**src/rtl/host_spi_master.sv**
```systemverilog
// host_spi_master: mode-0, 16-bit MSB-first SPI initiator for the CPU's local peripherals.
// One word per start strobe; an optional CS hold joins consecutive words into one frame.
module host_spi_master #(
    parameter int unsigned  CLK_DIV = 4,
    parameter int unsigned  NCS     = 2,
    localparam int unsigned CSW     = (NCS > 1) ? $clog2(NCS) : 1
) (
    input  logic           clk,
    input  logic           rst,
    input  logic           start,
    input  logic [15:0]    tx_data,
    input  logic [CSW-1:0] cs_sel,
    input  logic           hold,
    output logic           busy,
    output logic           done,
    output logic [15:0]    rx_data,
    output logic           spi_sclk,
    output logic [NCS-1:0] spi_cs_n,
    output logic           spi_mosi,
    input  logic           spi_miso
);

    localparam int unsigned   DW       = $clog2(CLK_DIV + 1);
    localparam logic [DW-1:0] DIV_LOAD = DW'(CLK_DIV - 1);

    localparam logic [2:0] S_IDLE  = 3'd0;
    localparam logic [2:0] S_HELD  = 3'd1;
    localparam logic [2:0] S_GAP   = 3'd2;
    localparam logic [2:0] S_SETUP = 3'd3;
    localparam logic [2:0] S_HIGH  = 3'd4;
    localparam logic [2:0] S_LOW   = 3'd5;

    logic [2:0]     state;
    logic [2:0]     state_nxt;
    logic [DW-1:0]  div_cnt;
    logic [3:0]     bit_cnt;
    logic [15:0]    tx_sr;
    logic [15:0]    rx_sr;
    logic [CSW-1:0] cur_cs;
    logic           cur_hold;

    logic           accept_c;
    logic           phase_end_c;
    logic           active_c;
    logic           word_end_c;
    logic [NCS-1:0] cs_n_c;

    // Next-state and control decode; outputs are registered from this one cycle later.
    always_comb begin
        state_nxt   = state;
        phase_end_c = (div_cnt == '0);
        accept_c    = start && !busy && (state == S_IDLE || state == S_HELD);
        active_c    = (state == S_SETUP) || (state == S_HIGH) || (state == S_LOW);
        word_end_c  = busy && (state == S_IDLE || state == S_HELD);
        cs_n_c      = '1;
        for (int i = 0; i < NCS; i++) begin
            cs_n_c[i] = !((active_c || state == S_HELD) && cur_cs == CSW'(i));
        end

        case (state)
            S_IDLE:  if (accept_c) state_nxt = S_SETUP;
            S_HELD:  if (accept_c) state_nxt = (cs_sel == cur_cs) ? S_SETUP : S_GAP;
            S_GAP:   if (phase_end_c) state_nxt = S_SETUP;
            S_SETUP: if (phase_end_c) state_nxt = S_HIGH;
            S_HIGH:  if (phase_end_c) state_nxt = S_LOW;
            S_LOW: begin
                if (phase_end_c) begin
                    if (bit_cnt == 4'd15) state_nxt = cur_hold ? S_HELD : S_IDLE;
                    else                  state_nxt = S_HIGH;
                end
            end
            default: state_nxt = S_IDLE;
        endcase
    end

    always_ff @(posedge clk or negedge rst) begin
        if (!rst) state <= S_IDLE;
        else      state <= state_nxt;
    end

    // Divider, bit counter and shift registers.
    always_ff @(posedge clk or negedge rst) begin
        if (!rst) begin
            div_cnt  <= '0;
            bit_cnt  <= '0;
            tx_sr    <= '0;
            rx_sr    <= '0;
            cur_cs   <= '0;
            cur_hold <= 1'b0;
        end else begin
            if (state_nxt != state) div_cnt <= DIV_LOAD;
            else if (!phase_end_c)  div_cnt <= div_cnt - 1'b1;

            if (accept_c) begin
                tx_sr    <= tx_data;
                cur_cs   <= cs_sel;
                cur_hold <= hold;
                bit_cnt  <= '0;
            end else if (state == S_HIGH && state_nxt == S_LOW && bit_cnt != 4'd15) begin
                // Last bit stays on mosi through the trailing low phase.
                tx_sr <= {tx_sr[14:0], 1'b0};
            end

            if (state == S_LOW && phase_end_c) bit_cnt <= bit_cnt + 1'b1;

            // First HIGH cycle ends on the clk edge that raises sclk.
            if (state == S_HIGH && div_cnt == DIV_LOAD) rx_sr <= {rx_sr[14:0], spi_miso};
        end
    end

    // Registered outputs.
    always_ff @(posedge clk or negedge rst) begin
        if (!rst) begin
            busy     <= 1'b0;
            done     <= 1'b0;
            rx_data  <= '0;
            spi_sclk <= 1'b0;
            spi_cs_n <= '1;
            spi_mosi <= 1'b0;
        end else begin
            busy     <= active_c || (state == S_GAP);
            done     <= word_end_c;
            spi_sclk <= (state == S_HIGH);
            spi_cs_n <= cs_n_c;
            spi_mosi <= active_c && tx_sr[15];
            if (word_end_c) rx_data <= rx_sr;
        end
    end

endmodule
```
**config.mk**
```make
export PLATFORM = sky130hd
export DESIGN_NAME = host_spi_master
export DESIGN_NICKNAME = d
export VERILOG_FILES = /design/src/rtl/host_spi_master.sv
export SDC_FILE = /design/constraint.sdc
export NUM_CORES = 1
export LEC_CHECK = 0
export CORE_ASPECT_RATIO = 1.2
export CORE_UTILIZATION = 45
export CTS_BUF_LIST = sky130_fd_sc_hd__clkbuf_4 sky130_fd_sc_hd__clkbuf_8
export DETAILED_ROUTE_END_ITERATION = 8
export PLACE_DENSITY = 0.68
export SLEW_MARGIN = 20
export SYNTH_ARGS = -nofsm -noshare
export SYNTH_HDL_FRONTEND = slang
export SYNTH_SLANG_ARGS = --single-unit
```
**constraint.sdc**
```tcl
create_clock -name clk -period 2.3 [get_ports clk]
set_clock_uncertainty 0.15 [all_clocks]
set_input_delay 0.345 -clock clk [delete_from_list [all_inputs] [get_ports clk]]
set_output_delay 0.345 -clock clk [all_outputs]
set_load 0.005 [all_outputs]
```
; ---- Yosys cells after proc, flatten, opt, wreduce, memory -nomap -nowiden
; Index checks and enable logic that the tools add are counted.
[totals]
ff_bits = 66
latch_bits = 0
ramBits = 0
romBits = 0
inputBits = 22
out_inout_bits = 22
wordCells = 66
mem_count = 0
[op_classes]
add_sub_neg = 2
n_mul = 0
div_mod_pow = 0
order_cmp = 0
eq_ne = 12
n_shift = 0
muxes = 16
n_bitwise = 1
reduce_logical = 22
[ops]
columns = cell, count
row1 = $mux W16, 2
row2 = $mux W3, 9
row3 = $pmux W3 S6, 1
row4 = $logic_and A1 B1 Y1, 10
row5 = $eq A3 B2 Y1 const B, 3
row6 = $eq A3 B3 Y1 const B, 3
row7 = $mux W4, 2
row8 = $logic_not A3 Y1, 2
row9 = $logic_or A1 B1 Y1, 5
row10 = $add A4 B1 Y4 const B, 1
row11 = $eq A4 B4 Y1 const B, 1
row12 = $ne A4 B4 Y1 const B, 1
row13 = $reduce_bool A2 Y1, 2
row14 = $eq A3 B1 Y1 const B, 1
row15 = $logic_not A1 Y1, 3
row16 = $ne A3 B3 Y1, 1
row17 = $sub A3 B1 Y3 const B, 1
row18 = $mux W1, 2
row19 = $ne A2 B1 Y1 const B, 1
row20 = $eq A1 B1 Y1, 1
row21 = $not A1 Y1, 1

; ---- Logic depth before layout (Yosys ltp)
; Gate-level depths: netlist of run 1.
[logic_depth]
word_depth = 10
ltp_mapped = 9

; ---- Worst setup path before layout of run 1
; No wires, ideal clock.
[synth_path]
path_kind = reg2reg
from = register div_cnt[0]
to = register div_cnt[1]
setup_time_ps = 129
t_arrival_ps = 1656
required_time_ps = 2021
path_slack_ps = 365
stages_incl_launch_ff = 9
path_buffers = 1
path_cell_list = dfrtp_1 > inv_1 > ha_1 > nor2b_1 > buf_2 > nor2_1 > a211o_1 > a2111oi_2 > nor2_1
[synth_via]
elab_chain_cells = 5
[synth_lines]
columns = item, line_no
row1 = start: declaration, 35  ; logic [DW-1:0] div_cnt;
row2 = start signal: assignment, 92  ; else if (!phase_end_c) div_cnt <= div_cnt - 1'b1;
row3 = $logic_not A3 Y1, 51  ; phase_end_c = (div_cnt == '0);
row4 = $mux W3 (on tied branches), --
row5 = $pmux W3 S6, 60  ; case (state)
row6 = $ne A3 B3 Y1, 91  ; if (state_nxt != state) div_cnt <= DIV_LOAD;
row7 = $ne A2 B1 Y1 (no source line) / $mux W3 (equally long branches), --
; Parallel ways exist; a longest one is shown, timed or not. The select of a mux whose other input is x is not followed.
; A chain may end at the register's enable or synchronous reset.

; ---- Final worst setup path of run 1
; Same ends and word-level chain as after synthesis.

==> reports/results.ini, run 1 <==
[worst_hold_path]
min_path_type = reg2reg
worstHoldStart = cur_cs
hold_depth = 1
whs_endpoint = spi_cs_n[1]

[setup_path]
required_ns = 2.37
r2r-end = div_cnt[1]
worst_setup_path_start_kind = register
path_buf_inv = 2
crit_family = compound AO/OA/AOI/OAI gates
cp_cell_sequence = inv_1, ha_1, nor2b_1, buf_4, nor2_1, a211o_1, a2111oi_2, nor2_1
cp_slowest_cell = dfrtp_1
cp_max_fo = 5
crit_type = reg2reg
endpoint_kind = register
max_stage_delay_ns = 0.40
cpMostUsedCell = nor2_1
r2r-start = div_cnt[0]
arrival_ns = 2.12
rrSetupSlack_ns = 0.24
reg2reg_depth = 8

[pwr]
p_per_area_nw_per_um2 = 1000
power.leakage_nw = 1.78
max-vdd-ir-drop_v = 0.000634

[synth]
yosys.area.top_type_share = 0.551
synth-edff-count = 0
synthArstFlopShare = 1.00
syn_area_um2 = 2910
seq_area_frac_synth = 0.569
ys.flop_type = dfrtp_1
yosysWarningCount = 0
synth.distinct_cells = 39
yosysTopAreaCell = dfrtp_1
synth_fp_nets = 267
syn_inst = 241
yosys-top-cells-count = 64 x dfrtp_1, 29 x nand2_1, 22 x mux2_2
avgSynthCellArea_um2 = 12.1
synth_area_leaders = dfrtp_1 55%, mux2_2 8.5%, mux2i_1 5.5%
synth_most_common_cell = dfrtp_1
ys_seq_elements = 66

[die]
start_util = 0.474
fp.dieArea_um2 = 6790
die_h_um = 90.0
chipWidth_um = 75.4
core-area_um2 = 6130
rows = 31
io_pins = 44

[sta]
rsz0062_at_grt = false
holdWs_ns = 0.333
slew_headroom = 0.797
max_clock_freq_mhz = 486
layout_setup_ws_ns = 0.243
fin_tns_setup_ns = 0
finalHoldViolations = 0
final-max-slew-violation-count = 0
setup_viol = 0
period_needed_ns = 2.06
fin_crit_sh = 0.894
tightestPinTransition_ns = 0.296

[placed_design]
gp_congestion = 0.802
dp_cells = 361
preCtsSetupSlack_ns = 0.163
io_buffers = 43
post-dp-hpwl_um = 3440

[final_layout]
fillers = 545
synthToLayoutAreaGrowth_pct = 25.7
multi_input_area_um2 = 1140
utilization = 0.596
fin_cells = 378
diodes = 0
ff_latch_area_um2 = 1650
layout-drive-gt1-share = 0.199
nets = 317

[grt]
grt_pass1_wl_um = 8770
grt_pass1_vias = 1897
overflow = 0
antenna_found_initial = 0
grt_max_degree = 67
grtUsageTotal = 0.173

[route]
ant_nets = 0
post-route-drc-count = 0
drt-initial-drc-count = 118
vias = 1911
wire_per_inst_um = 13.3
drtPass1Iterations = 4
routed_wl_um = 5030
vias_per_cell = 5.06

[clocking]
clockBufferDepth = 2
cts_buffers = 9
cts_htree_levels = 3
cts_tree = yes
cts_setup_buffers = 0
cts-root-buf = clkbuf_8
clk_pin_slew_ns = 0.07
clock_latency_ns = 0.34
cts_sinks = 66
post_cts_resized = 0

[outcome]
status = finished clean

[job]
cap_violations = 0

layout make-up:
type	count	share of cell area
Timing Repair Buffer	53	0.144
Sequential cell	66	0.453
Clock buffer	11	0.0397
Tap cell	82	0.0281
Multi-Input combinational cell	153	0.312
Inverter	8	0.00822
Clock inverter	5	0.0147
flip-flops by register name, indices dropped and copies added (netlist names), 2 cells and up:
register	count
rx_data	16
rx_sr	16
tx_sr	16
bit_cnt	4
div_cnt	3
state	3
spi_cs_n	2
how the worst max path moves through the flow:
stage / startpoint / to / slack (ns) / depth (start not counted)
final: div_cnt[0] / div_cnt[1] / 0.24 / 8
after global routing: div_cnt[0] / div_cnt[0] / 0.13 / 8
after floorplan: div_cnt[0] / div_cnt[1] / 0.37 / 8
after detailed placement: start / div_cnt[1] / 0.16 / 6
after global placement: start / div_cnt[1] / 0.24 / 6
after CTS: div_cnt[0] / div_cnt[1] / 0.25 / 8
power by group:
part	switching [mW]	leakage [nW]	total [mW]	internal (mW)
Combinational	0.511	0.813	1.04	0.534
Clock	0.422	0.106	0.960	0.538
Sequential	0.202	0.861	1.66	1.45
kinds of logic after synthesis:
logic type | Yosys count | synth area share
AO/OA/AOI/OAI | 32 | 0.0727
XOR/XNOR | 5 | 0.0151
adder cells (fa/ha/maj) | 4 | 0.0172
buffers and inverters | 22 | 0.0400
flip-flops | 66 | 0.569
multiplexers | 48 | 0.179
AND/OR/NAND/NOR | 64 | 0.107
what timing repair did:
action | 4_1_cts | 5_1_grt
hold buffers | 1 | 0
endpoints found under the setup margin | 0 | 0
hold endpoints to repair | 64 | 0
per-layer routing:
metal / wire length (um) / vias up / global-route usage
li1: - / 935 / -
met1: 2340 / 912 / 0.225
met2: 2370 / 53 / 0.263
met3: 193 / 11 / 0.0381
met4: 132 / 0 / 0.0972
met5: 0 / - / 0
cells in the final DEF, fill, tap and decap left out, types with 2 or more instances in the layout:
cell type	instances
and3_1	2
dfstp_2	2
a211o_1	2
clkbuf_8	10
buf_12	2
clkdlybuf4s50_1	42
dfrtp_1	64
mux2_2	22
o21ai_1	6
o21ai_0	15
xor2_1	3
nand2_1	29
mux2i_1	16
nand3_1	10
clkinv_2	3
buf_4	7
nand2b_1	4
nor2_1	10
inv_1	7
mux2_1	10
o211ai_1	2
ha_1	4
xnor2_1	2
through the flow:
step | power [mW] | cell area [um^2]
global placement | 2.68 | 3450
CTS | 3.70 | 3650
global route | 3.91 | 3650
detailed placement | 2.73 | 3450
floorplan | 2.35 | 2910
finish | 3.66 | 3650
(Power assumes the default switching activity.)
==> run 2: changes to the inputs <==
--- a/config.mk
+++ b/config.mk
@@ -5,6 +5,7 @@
 export SDC_FILE = /design/constraint.sdc
 export NUM_CORES = 1
 export LEC_CHECK = 0
+export ABC_CLOCK_PERIOD_IN_PS = 2400
 export CORE_ASPECT_RATIO = 1.2
 export CORE_UTILIZATION = 45
 export CTS_BUF_LIST = sky130_fd_sc_hd__clkbuf_4 sky130_fd_sc_hd__clkbuf_8
==> constraint.sdc (replaced) <==
create_clock -name clk -period 2.4 [get_ports clk]
set_clock_uncertainty 0.15 [all_clocks]
set_input_delay 0.36 -clock clk [delete_from_list [all_inputs] [get_ports clk]]
set_output_delay 0.36 -clock clk [all_outputs]
set_load 0.005 [all_outputs]
==> run 2 against run 1 <==
Against the previous run: utilization fell by 0.43 points; clock power fell by 11%; fmax fell by 0.38%; sequential power fell by 5%; routed wire length rose by 0.52%; clock-buffer cell count did not move; flip-flop and latch count did not move; largest cell class unchanged.
==> reports/results.ini, run 2 (synthesis gave the netlist of run 1 again) <==
[final_layout]
fillers = 558  ; +2.4%
final_common_cell = dfrtp_1
ff_latch_area_um2 = 1650  ; unchanged
mostFrequentLayoutCells = 64 x dfrtp_1, 42 x clkdlybuf4s50_1, 29 x nand2_1
utilization = 0.592  ; -0.00429
multi_input_area_um2 = 1140  ; unchanged
layout-drive-gt1-share = 0.194  ; -0.00545
diodes = 0  ; unchanged
synthToLayoutAreaGrowth_pct = 24.8
nets = 315  ; -0.63%
largest_registers = rx_data (16), rx_sr (16), tx_sr (16)

[clocking]
clockBufferDepth = 2  ; unchanged
clock_latency_ns = 0.34  ; about the same
cts-root-buf = clkbuf_8
post_cts_resized = 0  ; unchanged
holdBufCountCts = 1  ; unchanged
cts_buffers = 9  ; unchanged
cts_setup_buffers = 0  ; unchanged
cts_sinks = 66  ; unchanged
clk_pin_slew_ns = 0.07  ; about the same
cts_htree_levels = 3  ; unchanged
cts_tree = yes

[grt]
grt_pass1_wl_um = 8690  ; -0.86%
antenna_found_initial = 0  ; unchanged
grtUsageTotal = 0.172  ; -0.00162
grt_pass1_vias = 1916  ; +1.0%
overflow = 0  ; unchanged
grt_max_degree = 49  ; -27%

[sta]
tightestPinTransition_ns = 0.458  ; +0.162 ns
fin_tns_setup_ns = 0  ; unchanged
period_needed_ns = 2.06  ; +0.00793 ns
rsz0062_at_grt = false
setup_viol = 0  ; unchanged
slew_headroom = 0.695  ; -0.102
max_clock_freq_mhz = 484  ; -0.38%
fin_crit_sh = 0.860  ; -0.0340
finalHoldViolations = 0  ; unchanged
final-max-slew-violation-count = 0  ; unchanged

[die]
chipWidth_um = 75.4  ; unchanged
io_pins = 44  ; unchanged
core-area_um2 = 6130  ; unchanged
fp.dieArea_um2 = 6790  ; unchanged
die_h_um = 90.0  ; unchanged
rows = 31  ; unchanged
start_util = 0.474  ; unchanged

[placed_design]
gp_congestion = 0.836  ; +4.3%
post-dp-hpwl_um = 3460  ; +0.71%
io_buffers = 43  ; unchanged

[setup_path]
required_ns = 2.46  ; +0.09 ns
crit_type = reg2reg
rrSetupSlack_ns = 0.34  ; +0.09 ns
arrival_ns = 2.13  ; about the same
cp_max_fo = 3  ; -2
worst_setup_path_start_kind = register
r2r-end = div_cnt[1]
r2r-start = div_cnt[0]
reg2reg_depth = 7  ; -1
endpoint_kind = register

[route]
wire_per_inst_um = 13.5  ; +1.1%
drtPass1Iterations = 4  ; unchanged
ant_nets = 0  ; unchanged
drt-initial-drc-count = 50  ; -58%
routed_wl_um = 5060  ; +0.52%
vias = 1878  ; -1.7%
post-route-drc-count = 0  ; unchanged
vias_per_cell = 4.99  ; -1.2%

[worst_hold_path]
hold_depth = 1  ; unchanged
whs_endpoint = rx_data[8]
min_path_type = reg2reg
worstHoldStart = rx_data[8]

[pwr]
max-vdd-ir-drop_v = 0.000518  ; -18%
p_per_area_nw_per_um2 = 945  ; -5.7%
power.leakage_nw = 1.75  ; -1.5%

[job]
cap_violations = 0  ; unchanged

[outcome]
status = finished clean

## run 2: worst max-delay path, stage by stage, from the launching register on
cell and delay, ns:
dfrtp_1 0.40, inv_1 0.10, ha_1 0.18, nor2b_1 0.24
nor2_1 0.09, a211o_1 0.32, a2111oi_2 0.38, nor2_1 0.09
## run 2: layout make-up
| type | count | area share |
|---|---|---|
| Sequential cell | 66 | 0.456 |
| Multi-Input combinational cell | 153 | 0.314 |
| Timing Repair Buffer | 51 | 0.141 |
| Clock buffer | 11 | 0.0417 |
| Tap cell | 82 | 0.0283 |
| Clock inverter | 5 | 0.0100 |
| Inverter | 8 | 0.00828 |
## run 2: stage by stage
| stage | std cells | hold WS (ns) | total power, mW | cell area (um^2) | setup slack (ns) |
|---|---|---|---|---|---|
| floorplan | 241 | -0.0856 | 2.25 | 2910 | 0.465 |
| global placement | 359 | 0.183 | 2.57 | 3430 | 0.284 |
| detailed placement | 359 | 0.194 | 2.60 | 3430 | 0.205 |
| CTS | 376 | 0.343 | 3.47 | 3630 | 0.339 |
| global route | 376 | 0.363 | 3.67 | 3630 | 0.157 |
| finish | 376 | 0.338 | 3.43 | 3630 | 0.335 |
## run 2: layer usage
metal	global-route usage	vias up	share of wire
met5	0	-	0
met3	0.0605	7	0.045
met4	0.0556	0	0.014
met1	0.215	894	0.46
met2	0.272	53	0.48
li1	-	924	-
## run 2: how the worst max path moves through the flow
| stage | start | to | slack, ns | cells after the start |
|---|---|---|---|---|
| finish | div_cnt[0] | div_cnt[1] | 0.34 | 7 |
| global route | div_cnt[0] | div_cnt[1] | 0.16 | 7 |
| CTS | div_cnt[0] | div_cnt[1] | 0.34 | 7 |
| detailed placement | start | div_cnt[1] | 0.21 | 6 |
| global placement | start | div_cnt[1] | 0.28 | 6 |
| floorplan | div_cnt[0] | div_cnt[1] | 0.47 | 8 |
## run 2: report_power, final
part           leakage (nW)  total [mW]  switching (mW)  internal (mW)
Sequential            0.861        1.57           0.178           1.39
Clock                0.0880       0.855           0.423          0.432
Combinational         0.805        1.00           0.494          0.507
Total                  1.75        3.43            1.09           2.33
==> run 3: changes to the inputs <==
--- a/config.mk
+++ b/config.mk
@@ -11,7 +11,7 @@
 export CTS_BUF_LIST = sky130_fd_sc_hd__clkbuf_4 sky130_fd_sc_hd__clkbuf_8
 export DETAILED_ROUTE_END_ITERATION = 8
 export PLACE_DENSITY = 0.68
-export SLEW_MARGIN = 20
+export SLEW_MARGIN = 10
 export SYNTH_ARGS = -nofsm -noshare
 export SYNTH_HDL_FRONTEND = slang
 export SYNTH_SLANG_ARGS = --single-unit
==> results of run 3 <==
The final DEF is identical to that of run 2; final timing and power are the same.
